==> src/rtl/debug_cmd_master.sv <==
// Byte-stream command master for a 16-bit debug register file.
// Opcode 0x57 starts a write (addr, data_lo, data_hi); opcode 0x52 starts a read (addr).
// Each access holds its strobe until dbg_ready or a cycle limit, then answers with
// ACK / NAK (write or timeout) or the read data, low byte first.
module debug_cmd_master #(
    parameter int TIMEOUT_CYCLES = 255
) (
    input  logic        clk,
    input  logic        rst,
    input  logic [7:0]  rx_data,
    input  logic        rx_valid,
    output logic        rx_ready,
    output logic [7:0]  tx_data,
    output logic        tx_valid,
    input  logic        tx_ready,
    output logic [7:0]  dbg_a,
    output logic [15:0] dbg_di,
    input  logic [15:0] dbg_do,
    output logic        dbg_we,
    output logic        dbg_rd,
    input  logic        dbg_ready,
    output logic        busy,
    output logic        timeout_err
);

    localparam logic [7:0] OP_WRITE    = 8'h57;
    localparam logic [7:0] OP_READ     = 8'h52;
    localparam logic [7:0] RESP_ACK    = 8'h06;
    localparam logic [7:0] RESP_NAK    = 8'h15;
    localparam logic [7:0] TIMEOUT_VAL = 8'(TIMEOUT_CYCLES);

    typedef enum logic [2:0] {
        IDLE,
        ADDR,
        DLO,
        DHI,
        ACCESS,
        RESP0,
        RESP1
    } state_t;

    state_t      state_q, state_d;
    logic        isWrite_q, isWrite_d;
    logic        nak_q, nak_d;
    logic [7:0]  addr_q, addr_d;
    logic [15:0] wdata_q, wdata_d;
    logic [15:0] rdata_q, rdata_d;
    logic [7:0]  count_q, count_d;

    // State and frame registers; reset discards any partial frame or pending access.
    always_ff @(posedge clk or posedge rst) begin
        if (rst) begin
            state_q   <= IDLE;
            isWrite_q <= 1'b0;
            nak_q     <= 1'b0;
            addr_q    <= 8'h00;
            wdata_q   <= 16'h0000;
            rdata_q   <= 16'h0000;
            count_q   <= 8'h00;
        end else begin
            state_q   <= state_d;
            isWrite_q <= isWrite_d;
            nak_q     <= nak_d;
            addr_q    <= addr_d;
            wdata_q   <= wdata_d;
            rdata_q   <= rdata_d;
            count_q   <= count_d;
        end
    end

    // Next-state and handshake logic; the ACCESS counter is loaded with 1 on entry
    // so that reaching TIMEOUT_VAL means the strobe has been up that many cycles.
    always_comb begin
        state_d     = state_q;
        isWrite_d   = isWrite_q;
        nak_d       = nak_q;
        addr_d      = addr_q;
        wdata_d     = wdata_q;
        rdata_d     = rdata_q;
        count_d     = count_q;
        rx_ready    = 1'b0;
        tx_valid    = 1'b0;
        tx_data     = 8'h00;
        dbg_we      = 1'b0;
        dbg_rd      = 1'b0;
        timeout_err = 1'b0;

        case (state_q)
            IDLE: begin
                rx_ready = 1'b1;
                if (rx_valid) begin
                    if (rx_data == OP_WRITE) begin
                        isWrite_d = 1'b1;
                        state_d   = ADDR;
                    end else if (rx_data == OP_READ) begin
                        isWrite_d = 1'b0;
                        state_d   = ADDR;
                    end
                end
            end
            ADDR: begin
                rx_ready = 1'b1;
                if (rx_valid) begin
                    addr_d = rx_data;
                    if (isWrite_q) begin
                        state_d = DLO;
                    end else begin
                        count_d = 8'd1;
                        state_d = ACCESS;
                    end
                end
            end
            DLO: begin
                rx_ready = 1'b1;
                if (rx_valid) begin
                    wdata_d[7:0] = rx_data;
                    state_d      = DHI;
                end
            end
            DHI: begin
                rx_ready = 1'b1;
                if (rx_valid) begin
                    wdata_d[15:8] = rx_data;
                    count_d       = 8'd1;
                    state_d       = ACCESS;
                end
            end
            ACCESS: begin
                dbg_we = isWrite_q;
                dbg_rd = !isWrite_q;
                if (dbg_ready) begin
                    if (!isWrite_q) begin
                        rdata_d = dbg_do;
                    end
                    nak_d   = 1'b0;
                    state_d = RESP0;
                end else if (count_q == TIMEOUT_VAL) begin
                    nak_d       = 1'b1;
                    timeout_err = 1'b1;
                    state_d     = RESP0;
                end else begin
                    count_d = count_q + 8'd1;
                end
            end
            RESP0: begin
                tx_valid = 1'b1;
                if (nak_q) begin
                    tx_data = RESP_NAK;
                end else if (isWrite_q) begin
                    tx_data = RESP_ACK;
                end else begin
                    tx_data = rdata_q[7:0];
                end
                if (tx_ready) begin
                    state_d = (!isWrite_q && !nak_q) ? RESP1 : IDLE;
                end
            end
            RESP1: begin
                tx_valid = 1'b1;
                tx_data  = rdata_q[15:8];
                if (tx_ready) begin
                    state_d = IDLE;
                end
            end
            default: begin
                state_d = IDLE;
            end
        endcase
    end

    assign busy   = (state_q != IDLE);
    assign dbg_a  = addr_q;
    assign dbg_di = wdata_q;

endmodule

==> config.mk <==
export PLATFORM = sky130hd
export DESIGN_NAME = debug_cmd_master
export DESIGN_NICKNAME = d
export VERILOG_FILES = /design/src/rtl/debug_cmd_master.sv
export SDC_FILE = /design/constraint.sdc
export NUM_CORES = 1
export LEC_CHECK = 0
export BUFFER_PORTS_ARGS = -buffer_cell sky130_fd_sc_hd__clkbuf_2
export CAP_MARGIN = 20
export CELL_PAD_IN_SITES_DETAIL_PLACEMENT = 1
export CELL_PAD_IN_SITES_GLOBAL_PLACEMENT = 1
export CORE_MARGIN = 2
export CORE_UTILIZATION = 45
export CTS_BUF_LIST = sky130_fd_sc_hd__clkbuf_2
export DETAILED_ROUTE_END_ITERATION = 12
export GPL_ROUTABILITY_DRIVEN = 0
export PLACE_DENSITY_LB_ADDON = 0.1
export SYNTH_ARGS = -nofsm -noshare
export SYNTH_HDL_FRONTEND = slang
export SYNTH_SLANG_ARGS = --single-unit
==> constraint.sdc <==
create_clock -name clk -period 4.2 [get_ports clk]
set_clock_uncertainty 0.2 [all_clocks]
set_input_delay 0.84 -clock clk [delete_from_list [all_inputs] [get_ports clk]]
set_output_delay 0.84 -clock clk [all_outputs]
set_load 0.1 [all_outputs]
==> run metrics <==
status finished, final reports clean; relative slew slack 50.32%; sequential-to-total area share from yosys stat 53.24%; Arrival @ worst endpoint 2.60 ns; Vias 1888; IO Port Bufs 66; CP endpoint kind output pin; CTS tree built; crit-path max FO 13; flops & latches, synth 53; Final setup viols 0; DRT iter0 DRCs 87; clock tree root driver cell clkbuf_2; Final Slew Violations 0; Final Hold Vio Count 0; WL met2 2958 µm; drt pass-1 iters 4; Final Cycle Share 86.77%; DRC Markers 0; # diodes 0; RSZ-0062 raised after global routing no; worst-margin pin slew 0.7451 ns; Synth Flop Type dfrtp_1; DR top layer met4; FF+latch area 1326 µm²; syn avg cell area 11.64 µm²; share of layout cells above drive strength 1 40.43%; multi-input logic area 1086 µm²; Total Wirelength 5891 µm; ys async rst share 100.0%; # H-tree levels 2; maxcap violations 0; ANT nets after route 0; number of synthesis warnings 0; total congestion overflow 0; Synth Net Count 244; # hold bufs at CTS 0; clock-pin slew on the worst setup and hold paths 0.27 ns; Initial Util 45.80%; critical path class reg2out; Non-Filler Instances 349; clk_lat worst skew 0.44 ns; FP Rows 27; clk sinks 53; final net count 306; Syn Std Cell Area 2491 µm²; post-DP HPWL 4418 µm; Tot GR Track Use 20.63%; Hold Path Class in2async; global-route wire length before repair 9956 µm; post-CTS resize count 0; post-layout min period 3.645 ns; Top Ports 67; vias in the first global route 2020; met1 wire length 2610 µm; Max Buffers Root-to-Sink 2; drt wl/cell 16.88 µm; die height 78.41 µm; placed insts 341; CP required 3.16 ns; Synth cell types 43; post-CTS setup buffer count 0; Post-synth EDFFs 0; die width 78.41 µm; f_max 274.4 MHz; Worst setup SP type register; Synth-to-Final Area Change 18.53%; largest net degree at the start of global routing 32; routed vias/inst 5.410; Die ar. 6147 µm²; setup_tns 0 ns; CTS Buf Count 5; Placeable Area 5439 µm²; Post-Synthesis Cells 214; Fillers 602; routed wl met3 260 µm; antenna violations before repair 0
[worst max-delay path: stages, from the launching register on]
cell	delay, ns
dfrtp_1	0.70
nor2b_1	0.25
nand2_1	0.17
nor3_1	0.38
a22o_1	0.20
clkbuf_2	0.46
[cell families (layout without fill, tap and decap cells)]
kind of cell               count (synthesis)  in the layout  synth area share [%]
muxes                                     42             42                 18.94
adders and majority gates                  1              1                0.5022
xor gates and xnor gates                   1              1                0.3516
AOI/OAI and AO/OA                         34             34                 8.487
buffers and inverters                     18             81                 3.616
and+or+nand+nor                           65             65                 14.87
DFF                                       53             53                 53.24
[placed cells by master (no fill, tap or decap), types with 3 or more instances in the layout]
cell type	n
mux2_2	30
clkbuf_2	71
a21oi_1	7
a22o_1	4
nand3_1	9
nor2b_1	3
and2_1	5
nand2_1	15
nor2_1	8
dfrtp_1	53
inv_1	4
mux2_1	11
o21ai_0	13
nand2b_1	3
nor3_1	5
nand4_1	3
[sequential cells by signal, indices dropped and copies added (netlist names)]
signal,flops
isWrite_q,1
dbg_a,8
nak_q,1
state_q,3
count_q,8
rdata_q,16
dbg_di,16
[layer usage]
| layer | track usage, % | up-vias |
|---|---|---|
| li1 | - | 886 |
| met5 | 0 | - |
| met2 | 35.60 | 41 |
| met4 | 5.614 | 0 |
| met1 | 26.45 | 954 |
| met3 | 4.253 | 7 |
[synth_stat cells (2+ instances only)]
library cell | count | area, µm²
nor2b_1 | 3 | 18.77
nand4_1 | 3 | 18.77
a31oi_1 | 2 | 12.51
a22o_1 | 4 | 35.03
a21oi_1 | 7 | 35.03
buf_2 | 6 | 30.03
buf_4 | 2 | 15.01
inv_1 | 5 | 18.77
clkbuf_1 | 3 | 11.26
nor2_1 | 8 | 30.03
dfrtp_1 | 53 | 1326
nor3_1 | 5 | 25.02
mux2_1 | 11 | 123.9
o31ai_1 | 2 | 15.01
nand2_1 | 15 | 56.30
nand2b_1 | 3 | 18.77
o211ai_1 | 2 | 15.01
and2_1 | 5 | 31.28
mux2_2 | 30 | 337.8
o21ai_0 | 13 | 65.06
o41ai_1 | 2 | 17.52
nand3_1 | 9 | 45.04
[worst paths after layout]
path	start	to	slack [ns]	depth (start not counted)
hold / removal	rst	rdata_q[7]$_DFFE_PP0P_	0.16	2
min in group clk	count_q[7]$_DFFE_PP0P_	count_q[7]$_DFFE_PP0P_	0.30	1
hold reg to reg	count_q[7]$_DFFE_PP0P_	count_q[7]$_DFFE_PP0P_	0.30	1
setup reg to reg	state_q[2]$_DFFE_PP0P_	rdata_q[15]$_DFFE_PP0P_	1.57	4
setup / recovery	state_q[0]$_DFFE_PP0P_	tx_data[3]	0.56	5
max in group asynchronous	rst	dbg_di[7]$_DFFE_PP0P_	2.85	3
[cell type report]
class	count	area share (%)
flip-flops and latches	53	44.92
multi-input cells	143	36.78
repair buffers	67	11.44
well taps	72	3.051
clock inverters	3	2.203
clock buffers	5	0.8475
inverters	6	0.7627
[per-stage QoR]
step | worst slack (ns) | hold slack, ns | util (%) | instance area (µm²)
2_1_floorplan | 0.1208 | 0.2469 | - | 2502
3_3_place_gp | 1.207 | 0.2679 | 52.63 | 2863
3_5_place_dp | 1.093 | 0.2798 | 52.63 | 2863
4_1_cts | 0.5658 | 0.1832 | 54.29 | 2953
5_1_grt | 0.3847 | 0.1771 | 54.29 | 2953
6_report | 0.5555 | 0.1552 | 54.29 | 2953
Power is not shown: default switching activity piles up to over one toggle a cycle in this logic, so the estimate is an artifact.
